<file path="src/rtl/alu_pkg.sv">
// Shared ALU definitions: operation encodings and a decode helper.
package alu_pkg;

  localparam int unsigned DW = 32;

  typedef enum logic [2:0] {
    OP_AND = 3'b000,
    OP_OR  = 3'b001,
    OP_ADD = 3'b010,
    OP_SUB = 3'b110,
    OP_SLT = 3'b111
  } op_t;

  // True for the five encodings the ALU implements.
  function automatic logic op_defined(input logic [2:0] op);
    case (op)
      OP_AND, OP_OR, OP_ADD, OP_SUB, OP_SLT: return 1'b1;
      default:                               return 1'b0;
    endcase
  endfunction

endpackage

</file>
<file path="src/rtl/alu.sv">
// 32-bit combinational ALU. One shared adder: op[2] selects subtraction,
// which also drives SLT. The overflow flag always reflects that adder,
// so undefined encodings still report add (op[2]=0) or subtract overflow.
module alu
  import alu_pkg::*;
(
  input  logic [2:0]    op,
  input  logic [DW-1:0] a,
  input  logic [DW-1:0] b,
  output logic [DW-1:0] out,
  output logic          zero,
  output logic          of
);

  logic [DW-1:0] b_eff;
  logic [DW-1:0] sum;

  // Shared add/subtract path and signed overflow.
  always_comb begin
    b_eff = op[2] ? ~b : b;
    sum   = a + b_eff + {{(DW-1){1'b0}}, op[2]};
    of    = (a[DW-1] == b_eff[DW-1]) && (sum[DW-1] != a[DW-1]);
  end

  // Result select; undefined encodings produce zero.
  always_comb begin
    case (op)
      OP_AND:         out = a & b;
      OP_OR:          out = a | b;
      OP_ADD, OP_SUB: out = sum;
      OP_SLT:         out = {{(DW-1){1'b0}}, sum[DW-1] ^ of};
      default:        out = '0;
    endcase
    zero = (out == '0);
  end

endmodule

</file>
<file path="src/rtl/alu_arbiter.sv">
// Round-robin arbiter sharing one ALU between NREQ requesters. A single
// result register returns each result to its owner via valid/ready; a
// consume and a new grant may coincide for one op per cycle.
module alu_arbiter
  import alu_pkg::*;
#(
  parameter int NREQ = 2,
  parameter int IDW  = $clog2(NREQ)
) (
  input  logic                      clk,
  input  logic                      rst_n,
  input  logic [NREQ-1:0]           req_valid,
  output logic [NREQ-1:0]           req_ready,
  input  logic [NREQ-1:0][2:0]      req_op,
  input  logic [NREQ-1:0][DW-1:0]   req_a,
  input  logic [NREQ-1:0][DW-1:0]   req_b,
  output logic [NREQ-1:0]           resp_valid,
  input  logic [NREQ-1:0]           resp_ready,
  output logic [DW-1:0]             resp_out,
  output logic                      resp_zero,
  output logic                      resp_of,
  output logic                      resp_err
);

  typedef enum logic {S_EMPTY, S_FULL} state_t;

  state_t          state_q, state_d;
  logic [IDW-1:0]  own_q, own_d;
  logic [IDW-1:0]  last_q, last_d;
  logic [DW-1:0]   out_q, out_d;
  logic            zero_q, zero_d;
  logic            of_q, of_d;
  logic            err_q, err_d;

  logic [IDW-1:0]  cand;
  logic [IDW-1:0]  grant_idx;
  logic            grant_any;
  logic            slot_free;
  logic            consume;
  logic            grant;

  logic [2:0]      alu_op;
  logic [DW-1:0]   alu_a, alu_b, alu_out;
  logic            alu_zero, alu_of;

  // Round-robin pick: first valid requester scanning upward from last+1.
  always_comb begin
    // NOTE: every combinational output gets a default first so no path
    // leaves it unassigned, which would otherwise infer a latch.
    grant_any = 1'b0;
    grant_idx = '0;
    cand      = '0;
    for (int k = 1; k <= NREQ; k++) begin
      cand = IDW'((int'(last_q) + k) % NREQ);
      if (!grant_any && req_valid[cand]) begin
        grant_any = 1'b1;
        grant_idx = cand;
      end
    end
  end

  // Slot availability, grant qualification and handshake outputs.
  always_comb begin
    consume   = (state_q == S_FULL) && resp_ready[own_q];
    // Held low in reset so no request is acknowledged while the block is reset.
    slot_free = rst_n && ((state_q == S_EMPTY) || consume);
    grant     = slot_free && grant_any;
    req_ready = '0;
    if (grant) req_ready[grant_idx] = 1'b1;
    resp_valid = '0;
    if (state_q == S_FULL) resp_valid[own_q] = 1'b1;
  end

  // Operand mux feeding the shared ALU from the granted requester.
  always_comb begin
    alu_op = req_op[grant_idx];
    alu_a  = req_a[grant_idx];
    alu_b  = req_b[grant_idx];
  end

  alu u_alu (
    .op   (alu_op),
    .a    (alu_a),
    .b    (alu_b),
    .out  (alu_out),
    .zero (alu_zero),
    .of   (alu_of)
  );

  // Next-state: capture on grant, free the slot on a consume without grant.
  always_comb begin
    state_d = state_q;
    own_d   = own_q;
    last_d  = last_q;
    out_d   = out_q;
    zero_d  = zero_q;
    of_d    = of_q;
    err_d   = err_q;
    if (grant) begin
      state_d = S_FULL;
      own_d   = grant_idx;
      last_d  = grant_idx;
      out_d   = alu_out;
      zero_d  = alu_zero;
      of_d    = alu_of;
      err_d   = !op_defined(alu_op);
    end else if (consume) begin
      state_d = S_EMPTY;
    end
  end

  // State and result registers.
  always_ff @(posedge clk or negedge rst_n) begin
    // NOTE: sequential state uses non-blocking assignments so every flop
    // samples pre-edge values regardless of statement order.
    if (!rst_n) begin
      state_q <= S_EMPTY;
      own_q   <= '0;
      last_q  <= IDW'(NREQ - 1);
      out_q   <= '0;
      zero_q  <= 1'b0;
      of_q    <= 1'b0;
      err_q   <= 1'b0;
    end else begin
      state_q <= state_d;
      own_q   <= own_d;
      last_q  <= last_d;
      out_q   <= out_d;
      zero_q  <= zero_d;
      of_q    <= of_d;
      err_q   <= err_d;
    end
  end

  assign resp_out  = out_q;
  assign resp_zero = zero_q;
  assign resp_of   = of_q;
  assign resp_err  = err_q;

endmodule
</file>
<file path="config.mk">
export PLATFORM = sky130hd
export DESIGN_NAME = alu_arbiter
export DESIGN_NICKNAME = d
export VERILOG_FILES = /design/src/rtl/alu_pkg.sv /design/src/rtl/alu.sv /design/src/rtl/alu_arbiter.sv
export SDC_FILE = /design/constraint.sdc
export NUM_CORES = 1
export LEC_CHECK = 0
export ABC_AREA = 1
export CORE_AREA = 5 5 119 121
export DETAILED_ROUTE_END_ITERATION = 7
export DIE_AREA = 0 0 124 126
export DONT_BUFFER_PORTS = 1
export GPL_TIMING_DRIVEN = 0
export HOLD_SLACK_MARGIN = 0.08
export SETUP_SLACK_MARGIN = 0.3
export SYNTH_ARGS = -nofsm -noshare
export SYNTH_HDL_FRONTEND = slang
export SYNTH_SLANG_ARGS = --single-unit
export TNS_END_PERCENT = 20
</file>
<file path="constraint.sdc">
create_clock -name clk -period 3.7 [get_ports clk]
set_clock_uncertainty 0.05 [all_clocks]
set_input_delay 0.925 -clock clk [delete_from_list [all_inputs] [get_ports clk]]
set_output_delay 0.925 -clock clk [all_outputs]
set_load 0.01 [all_outputs]
</file>
==> results.txt, run 1 <==
Antenna-violating nets left = 0
Post-synth cell types = 46
Status = finished clean
Syn avg cell area = 5.58 um2
Nets = 1236
Final setup violating endpoints = 0
Mapped Nets = 1188
First-pass GRT wire length = 31000 um
YS warnings = 0
Die Ht = 126 um
WP data required = 3.87 ns
CTS tree = done
Mapped Area = 0.00567 mm2
Ratio of cells with drive above 1 in the final layout = 26.3%
Post-synth EDFFs = 0
Clk_lat worst skew = 0.28 ns
Worst reg2reg path startpoint = last_q
Max cap viols = 0
Placed cell area = 0.00598 mm2
Die width = 124 um
Worst VDD drop = 256 uV
Slowest cell on crit path = dfstp_2
Clock Tree Buf Depth = 2
CTS sink count = 38
I/O Pins = 179
Syn Inst Count = 1017
FF+latch count, synth = 38
Fraction of registers with async set/reset = 100%
Initial antenna violation count = 0
Critical path data arrival time = 3.84 ns
Number of H-tree levels = 2
Die area = 0.0156 mm2
Pwr/cell area = 641 mW/mm2
Crit path kind = reg2reg
Setup crit end kind = flip-flop
CP Launch Type = flip-flop
RSZ-0062 raised after global routing = yes
Slew Limit Fails = 0
IO buf count = 0
DRT Wirelength = 20900 um
TritonRoute pass-1 iters = 5
Reg clk slew, reported paths = 0.06 ns
Delay-heaviest family, CP = simple AND/OR/NAND/NOR gates
CTS Root Buffer Type = clkbuf_16
Most common cell in the synthesized netlist = nand2_1
DR iter-0 viols = 434
Fill cells = 1328
Top-area cell type share of the netlist area = 28.9%
Worst path max stage delay = 0.63 ns
Diodes inserted = 0
Largest net degree at the start of global routing = 40
CP max FO = 7
Tcrit/Tclk final = 99.2%
R2r worst-path depth = 28
Initial Utilization = 43.7%
DRC viols = 0
Reg2Reg Setup Slack = 0.03 ns
Vias per cell = 5.39
Critical Path Start = last_q
GRT Total Usage = 25.1%
HP Class = in2async
Worst Max-Slew Pin Slew = 0.808 ns
FMAX = 0.272 GHz
Final hold violations = 0
Via count = 6689
FP Rows = 42
Seq/Total Area, Yosys = 16.8%
Leakage = 3.79 nW
Rel. slew slack = 46.1%
DP Wirelength = 16300 um
Overflow after GRT = 0
Post-synth top flop = dfrtp_1
Post-route minimum period = 3.67 ns
Core ar. = 0.0130 mm2
Largest area contributor in the netlist = nand2_1
RePlAce Congestion = 1.02
Area grow syn2layout = 30.2%
TritonCTS buffer count = 5
CP bufs+invs = 6
Routed wire per std cell = 16.8 um
Vias in the first global route = 6151
R2r endpoint = resp_zero
Most common cell on crit path = nand2_2
Dominant cells by area after synthesis = nand2_1 (29%), dfrtp_1 (16%), ha_1 (6.6%)
Hold Slack = 0.283 ns
Finished Cell Area = 0.00738 mm2
Synth top cells by count = nand2_1 (436), inv_1 (93), nor2_1 (89)
Setup TNS Final = 0 ns
-- worst register-to-register path: cells and delay by family (launching register included) --
family | cells | cell delay, ns
AOI/OAI and AO/OA | 1 | 0.08
and+or+nand+nor | 19 | 1.68
adders and majority gates | 1 | 0.41
buffers and inverters | 6 | 0.60
DFF | 1 | 0.63
xor gates and xnor gates | 1 | 0.15
-- layer usage --
| metal | global-route usage, % | routed length [um] |
|---|---|---|
| met5 | 0 | 0 |
| met3 | 3.14 | 1700 |
| met2 | 39.5 | 9340 |
| met1 | 35.8 | 9320 |
| met4 | 7.02 | 548 |
-- where the power goes --
part / total (mW) / switching (mW) / internal [mW]
Sequential: 0.840 / 0.235 / 0.604
Combinational: 3.34 / 2.04 / 1.30
Clock: 0.555 / 0.168 / 0.387
Total: 4.73 / 2.44 / 2.29
-- per-stage QoR --
stage / utilization, % / setup WS, ns / power [mW] / cells
floorplan: - / 0.133 / 2.66 / 1017
global placement: 46.1 / -0.619 / 3.27 / 1193
detailed placement: 46.1 / -0.664 / 3.29 / 1193
CTS: 50.7 / 0.00930 / 4.10 / 1225
global route: 56.9 / -0.160 / 5.10 / 1242
finish: 56.9 / 0.0293 / 4.73 / 1242
-- state kept, by name (all words and copies together) (netlist names) --
| signal | flops |
|---|---|
| resp_zero | 1 |
| resp_of | 1 |
| last_q | 1 |
| resp_out | 32 |
| state_q | 1 |
| own_q | 1 |
| resp_err | 1 |
-- area by class of cell --
type                       count  area, um2  area share [%]
timing repair buffer          41        394            5.34
clock inverter                 3       68.8           0.932
clock buffer                   5        125            1.69
inverter                      97        369            5.00
buffer                        32        308            4.17
tap                          176        220            2.98
multi-input combinational    850       4950            67.0
sequential                    38        952            12.9
-- worst max path at each step --
stage | endpoint | slack, ns | cells past startpoint
floorplan | resp_zero | 0.13 | 21
global placement | resp_zero | -0.62 | 22
detailed placement | resp_zero | -0.66 | 22
CTS | resp_zero | 0.009 | 29
global route | resp_zero | -0.16 | 27
finish | resp_zero | 0.03 | 28
-- cell families (layout without fill, tap and decap cells) --
| family | Yosys count | count (layout) | synth area share [%] |
|---|---|---|---|
| adder cells (fa/ha/maj) | 40 | 40 | 8.71 |
| flip-flops | 38 | 38 | 16.8 |
| AO/OA/AOI/OAI | 131 | 131 | 12.9 |
| AND/OR/NAND/NOR | 647 | 647 | 46.7 |
| multiplexers | 1 | 1 | 0.176 |
| XOR/XNOR | 31 | 31 | 4.79 |
| buffers and inverters | 129 | 178 | 9.97 |
-- placed cells by master (no fill, tap or decap), types with 8 or more instances in the layout --
master	Yosys	layout
o21ai_2	4	12
clkbuf_1	11	9
nor2_1	89	60
nor3_1	10	10
dfrtp_1	37	37
ha_4	0	8
ha_1	30	15
o21ai_0	49	31
buf_4	3	38
nand3b_1	11	11
inv_1	93	86
xor2_1	29	23
nand2_1	436	374
inv_2	3	9
nand3_1	74	60
nor2_2	2	26
o21ai_1	3	12
nand2_4	0	9
a21oi_2	1	25
a21oi_1	50	23
nand3_2	1	13
nand2_2	7	59
-- what timing repair did --
item | in CTS | in global routing
gates resized for setup | 61 | 180
hold endpoints to repair | 0 | 0
buffers inserted | 22 | 16
gates cloned | 2 | 1
pin swaps | 32 | 83
hold buffers | 0 | 0
setup endpoints to repair | 23 | 24
Power figures use the tool's default switching activity.
==> inputs of run 2 (changes only) <==
--- a/config.mk
+++ b/config.mk
@@ -6,13 +6,15 @@
 export NUM_CORES = 1
 export LEC_CHECK = 0
 export ABC_AREA = 1
-export CORE_AREA = 5 5 119 121
+export ABC_CLOCK_PERIOD_IN_PS = 3700
+export CORE_AREA = 5 5 120 122
 export DETAILED_ROUTE_END_ITERATION = 7
-export DIE_AREA = 0 0 124 126
-export DONT_BUFFER_PORTS = 1
+export DIE_AREA = 0 0 125 127
 export GPL_TIMING_DRIVEN = 0
 export HOLD_SLACK_MARGIN = 0.08
+export PLACE_DENSITY = 0.78
 export SETUP_SLACK_MARGIN = 0.3
+export SKIP_CTS_REPAIR_TIMING = 1
 export SYNTH_ARGS = -nofsm -noshare
 export SYNTH_HDL_FRONTEND = slang
 export SYNTH_SLANG_ARGS = --single-unit
==> results.txt, run 2 (synthesis gave the netlist of run 1 again) <==
Slack of the critical path = -0.195 ns
Crit path kind = in2reg
Via count = 7668
DRC viols = 0
Largest net degree at the start of global routing = 40
TritonCTS buffer count = 5
Post-route minimum period = 3.90 ns
Number of H-tree levels = 2
Area grow syn2layout = 69.4%
HP Class = reg2reg
IO buf count = 178
Setup TNS Final = -0.369 ns
Failing checks = setup timing
I/O Pins = 179
Setup crit end kind = flip-flop
Max FFs per register = 32
Vias per cell = 5.33
Most frequent cells in the layout = nand2_1 (368), clkdlybuf4s50_1 (171), inv_1 (87)
CP Launch Type = input pin
GRT Total Usage = 25.5%
Worst path max stage delay = 0.27 ns
FMAX = 0.257 GHz
Rel. slew slack = 41.0%
R2r worst-path depth = 29
CTS sink count = 38
DR iter-0 viols = 624
CTS Root Buffer Type = clkbuf_16
Status = finished, violations left
Core ar. = 0.0131 mm2
Final hold violations = 0
Delay-heaviest family, CP = simple AND/OR/NAND/NOR gates
Critical Path Start = req_valid[0]
Antenna-violating nets left = 0
CTS tree = done
WP data required = 3.82 ns
Crit path capture = resp_zero
Slew Limit Fails = 0
Slowest cell on crit path = ha_4
Ratio of cells with drive above 1 in the final layout = 25.4%
Die Ht = 127 um
Vias in the first global route = 6634
Most common cell on crit path = nand2_2
Nets = 1433
Clock Tree Buf Depth = 2
Initial antenna violation count = 0
FP Rows = 42
Diodes inserted = 0
Clk_lat worst skew = 0.28 ns
DRT Wirelength = 24200 um
TritonRoute pass-1 iters = 5
Most common cell after layout, fill and taps aside = nand2_1
Initial Utilization = 43.3%
Worst reg2reg path startpoint = last_q
Leakage = 4.68 nW
Pwr/cell area = 570 mW/mm2
DP Wirelength = 17700 um
Final Power = 5.48 mW
Reg2Reg Setup Slack = -0.13 ns
CP max FO = 8
Overflow after GRT = 0
Die width = 125 um
RePlAce Congestion = 0.934
Tcrit/Tclk final = 105%
Critical path data arrival time = 4.01 ns
Pre-CTS setup slack = -1.28 ns
Worst VDD drop = 300 uV
First-pass GRT wire length = 33100 um
Worst Max-Slew Pin Slew = 0.882 ns
CP bufs+invs = 7
Hold Slack = 0.418 ns
Max cap viols = 0
R2r endpoint = resp_zero
RSZ-0062 raised after global routing = yes
Reg clk slew, reported paths = 0.06 ns
Die area = 0.0159 mm2
Routed wire per std cell = 16.8 um
CP Depth = 30
Final setup violating endpoints = 2
[run 2: cell types whose count changed in the layout (fill, tap and decap cells not counted), moves of 4 or more]
| cell | change |
|---|---|
| a21oi_4 | +4 |
| nor3_1 | -5 |
| nand2_1 | -6 |
| clkbuf_16 | +7 |
| ha_1 | -4 |
| nor3_2 | +5 |
| a21oi_2 | -7 |
| buf_4 | +17 |
| clkdlybuf4s50_1 | +171 |
[run 2: final cells by class]
class	instances	area, um2
sequential	38	952
tap	176	220
clock inverter	3	68.8
buffer	32	338
multi-input combinational	851	5150
inverter	97	377
clock buffer	5	125
fill	1069	3470
timing repair buffer	237	2370
[run 2: worst min-delay path, cell delays in order, from the launching register on]
cell	delay [ns]
dfrtp_1	0.34
nand2_1	0.05
nand2_1	0.04
[run 2: per-layer routing]
metal / vias up / GRT usage [%] / part of all wire, %
met5: - / 0 / 0
li1: 3737 / - / -
met3: 58 / 3.30 / 8.5
met4: 0 / 7.33 / 3.2
met1: 3510 / 35.3 / 42
met2: 363 / 42.1 / 46
[run 2: worst min-delay path by stage]
stage	start	endpoint	slack, ns	cells after the start
after floorplan	own_q	own_q	0.41	2
after detailed placement	resp_out[30]	resp_out[30]	0.41	2
final	resp_out[30]	resp_out[30]	0.42	2
after global placement	resp_out[30]	resp_out[30]	0.40	2
after global routing	resp_out[30]	resp_out[30]	0.45	2
after CTS	resp_out[30]	resp_out[30]	0.42	2
[run 2: metrics by stage]
| stage | utilization (%) | std cells | area [um2] |
|---|---|---|---|
| after floorplan | - | 1017 | 5760 |
| after global placement | 59.3 | 1371 | 7760 |
| after detailed placement | 59.3 | 1371 | 7750 |
| after CTS | 60.7 | 1379 | 7950 |
| after global routing | 73.4 | 1439 | 9610 |
| final | 73.4 | 1439 | 9610 |
[run 2: report_power, final]
part | switching (mW) | internal (mW)
clock network | 0.170 | 0.387
logic | 2.37 | 1.83
registers | 0.114 | 0.604
total | 2.66 | 2.82
==> inputs of run 3 (changes only) <==
--- a/config.mk
+++ b/config.mk
@@ -7,9 +7,9 @@
 export LEC_CHECK = 0
 export ABC_AREA = 1
 export ABC_CLOCK_PERIOD_IN_PS = 3700
-export CORE_AREA = 5 5 120 122
+export CORE_AREA = 2 2 117 119
 export DETAILED_ROUTE_END_ITERATION = 7
-export DIE_AREA = 0 0 125 127
+export DIE_AREA = 0 0 119 121
 export GPL_TIMING_DRIVEN = 0
 export HOLD_SLACK_MARGIN = 0.08
 export PLACE_DENSITY = 0.78
==> results.txt, run 3 (synthesis gave the netlist of run 1 again) <==
Max cap viols = 0
RSZ-0062 raised after global routing = yes
Die width = 119 um
Die Ht = 121 um
Vias per cell = 5.41
RePlAce Congestion = 1.02
Area grow syn2layout = 71.6%
Die area = 0.0144 mm2
Status = finished, violations left
CTS Root Buffer Type = clkbuf_16
Clk_lat worst skew = 0.28 ns
Worst VDD drop = 267 uV
Finished Cell Area = 0.00973 mm2
Setup crit end kind = flip-flop
Reg2Reg Setup Slack = -0.08 ns
R2r worst-path depth = 25
Max FFs per register = 32
FMAX = 0.257 GHz
Largest net degree at the start of global routing = 40
Critical path data arrival time = 4.07 ns
Ratio of cells with drive above 1 in the final layout = 26.6%
Leakage = 4.72 nW
Number of H-tree levels = 2
R2r endpoint = resp_out[30]
IO buf count = 178
Initial Utilization = 43.3%
Tcrit/Tclk final = 105%
Routed wire per std cell = 16.7 um
Core ar. = 0.0131 mm2
Overflow after GRT = 0
Worst Max-Slew Pin Slew = 0.863 ns
DP Wirelength = 16700 um
Cells on Worst Hold Path = 2
Via count = 7797
CP max FO = 8
Diodes inserted = 0
Slowest cell on crit path = ha_1
Final Power = 5.55 mW
Slack of the critical path = -0.197 ns
HP Class = reg2reg
TritonCTS buffer count = 5
First-pass GRT wire length = 32500 um
FP Rows = 42
Placed cell area = 0.00775 mm2
Pwr/cell area = 570 mW/mm2
Final hold violations = 0
Cell Count, Final, Fillers Out = 1442
Initial antenna violation count = 0
GRT Total Usage = 28.1%
Clock Tree Buf Depth = 2
Most frequent cells in the layout = nand2_1 (367), clkdlybuf4s50_1 (171), inv_1 (88)
TritonRoute pass-1 iters = 6
CTS tree = done
Rel. slew slack = 42.4%
Slew Limit Fails = 0
Failing checks = setup timing
Hold endpoint = resp_zero
Most common cell after layout, fill and taps aside = nand2_1
Hold Path Origin = resp_zero
WP data required = 3.87 ns
Post-route minimum period = 3.90 ns
Nets = 1436
Vias in the first global route = 6592
DRC viols = 0
CTS sink count = 38
Fin util = 74.4%
CP Launch Type = input pin
Crit path kind = in2reg
DRT Wirelength = 24100 um
Worst path max stage delay = 0.39 ns
Worst reg2reg path startpoint = last_q
Final setup violating endpoints = 2
Reg clk slew, reported paths = 0.05 ns
I/O Pins = 179
Count of placed standard cells including taps = 1371
DR iter-0 viols = 899
Antenna-violating nets left = 0
Most common cell on crit path = nand2_2
[run 3: cell count changes in the layout (fill, tap and decap cells not counted), moves of 4 or more]
| cell | change |
|---|---|
| xor2_2 | +5 |
| ha_2 | -4 |
| xor2_1 | -4 |
| a21oi_2 | +4 |
| nor2_1 | -4 |
| ha_4 | +6 |
| a21oi_1 | -4 |
[run 3: how the worst max path moves through the flow]
stage	startpoint	end	slack, ns	depth (start not counted)
finish	req_valid[0]	resp_zero	-0.20	29
global route	req_valid[0]	resp_zero	-0.36	29
CTS	req_valid[1]	resp_zero	-0.98	22
detailed placement	req_valid[1]	resp_zero	-1.26	22
global placement	rst_n	req_ready[0]	-1.78	7
floorplan	req_valid[0]	resp_zero	0.13	21
[run 3: report_power, final]
part | internal (mW) | switching (mW) | leakage (nW) | total (mW)
Sequential | 0.604 | 0.116 | 0.488 | 0.721
Combinational | 1.90 | 2.44 | 4.14 | 4.34
Clock | 0.336 | 0.152 | 0.0841 | 0.489
[run 3: cell type report]
class	instances	area (um2)
Timing Repair Buffer	240	2400
Buffer	32	332
Fill cell	994	3350
Clock inverter	1	30.0
Sequential cell	38	952
Clock buffer	7	143
Inverter	97	372
Multi-Input combinational cell	851	5290
Tap cell	176	220
[run 3: metrics by stage]
| stage | setup slack (ns) | setup TNS, ns | hold WS, ns |
|---|---|---|---|
| after detailed placement | -1.26 | -24.70 | 0.417 |
| final | -0.197 | -0.388 | 0.429 |
| after CTS | -0.984 | -15.86 | 0.431 |
| after global placement | -1.78 | -29.03 | 0.414 |
| after global routing | -0.359 | -0.907 | 0.451 |
| after floorplan | 0.133 | 0 | 0.414 |
[run 3: routing by layer]
metal | up-vias | wire, um | GRT usage, %
met5 | - | 0 | 0
met1 | 3567 | 9610 | 38.5
met2 | 422 | 11300 | 47.2
met3 | 72 | 2250 | 3.24
li1 | 3736 | - | -
met4 | 0 | 953 | 6.85
[run 3: critical path, delay by kind of cell]
kind	cells	cell delay, ns
adders and majority gates	1	0.39
buffers and inverters	7	0.85
xor gates and xnor gates	1	0.17
and+or+nand+nor	20	1.73
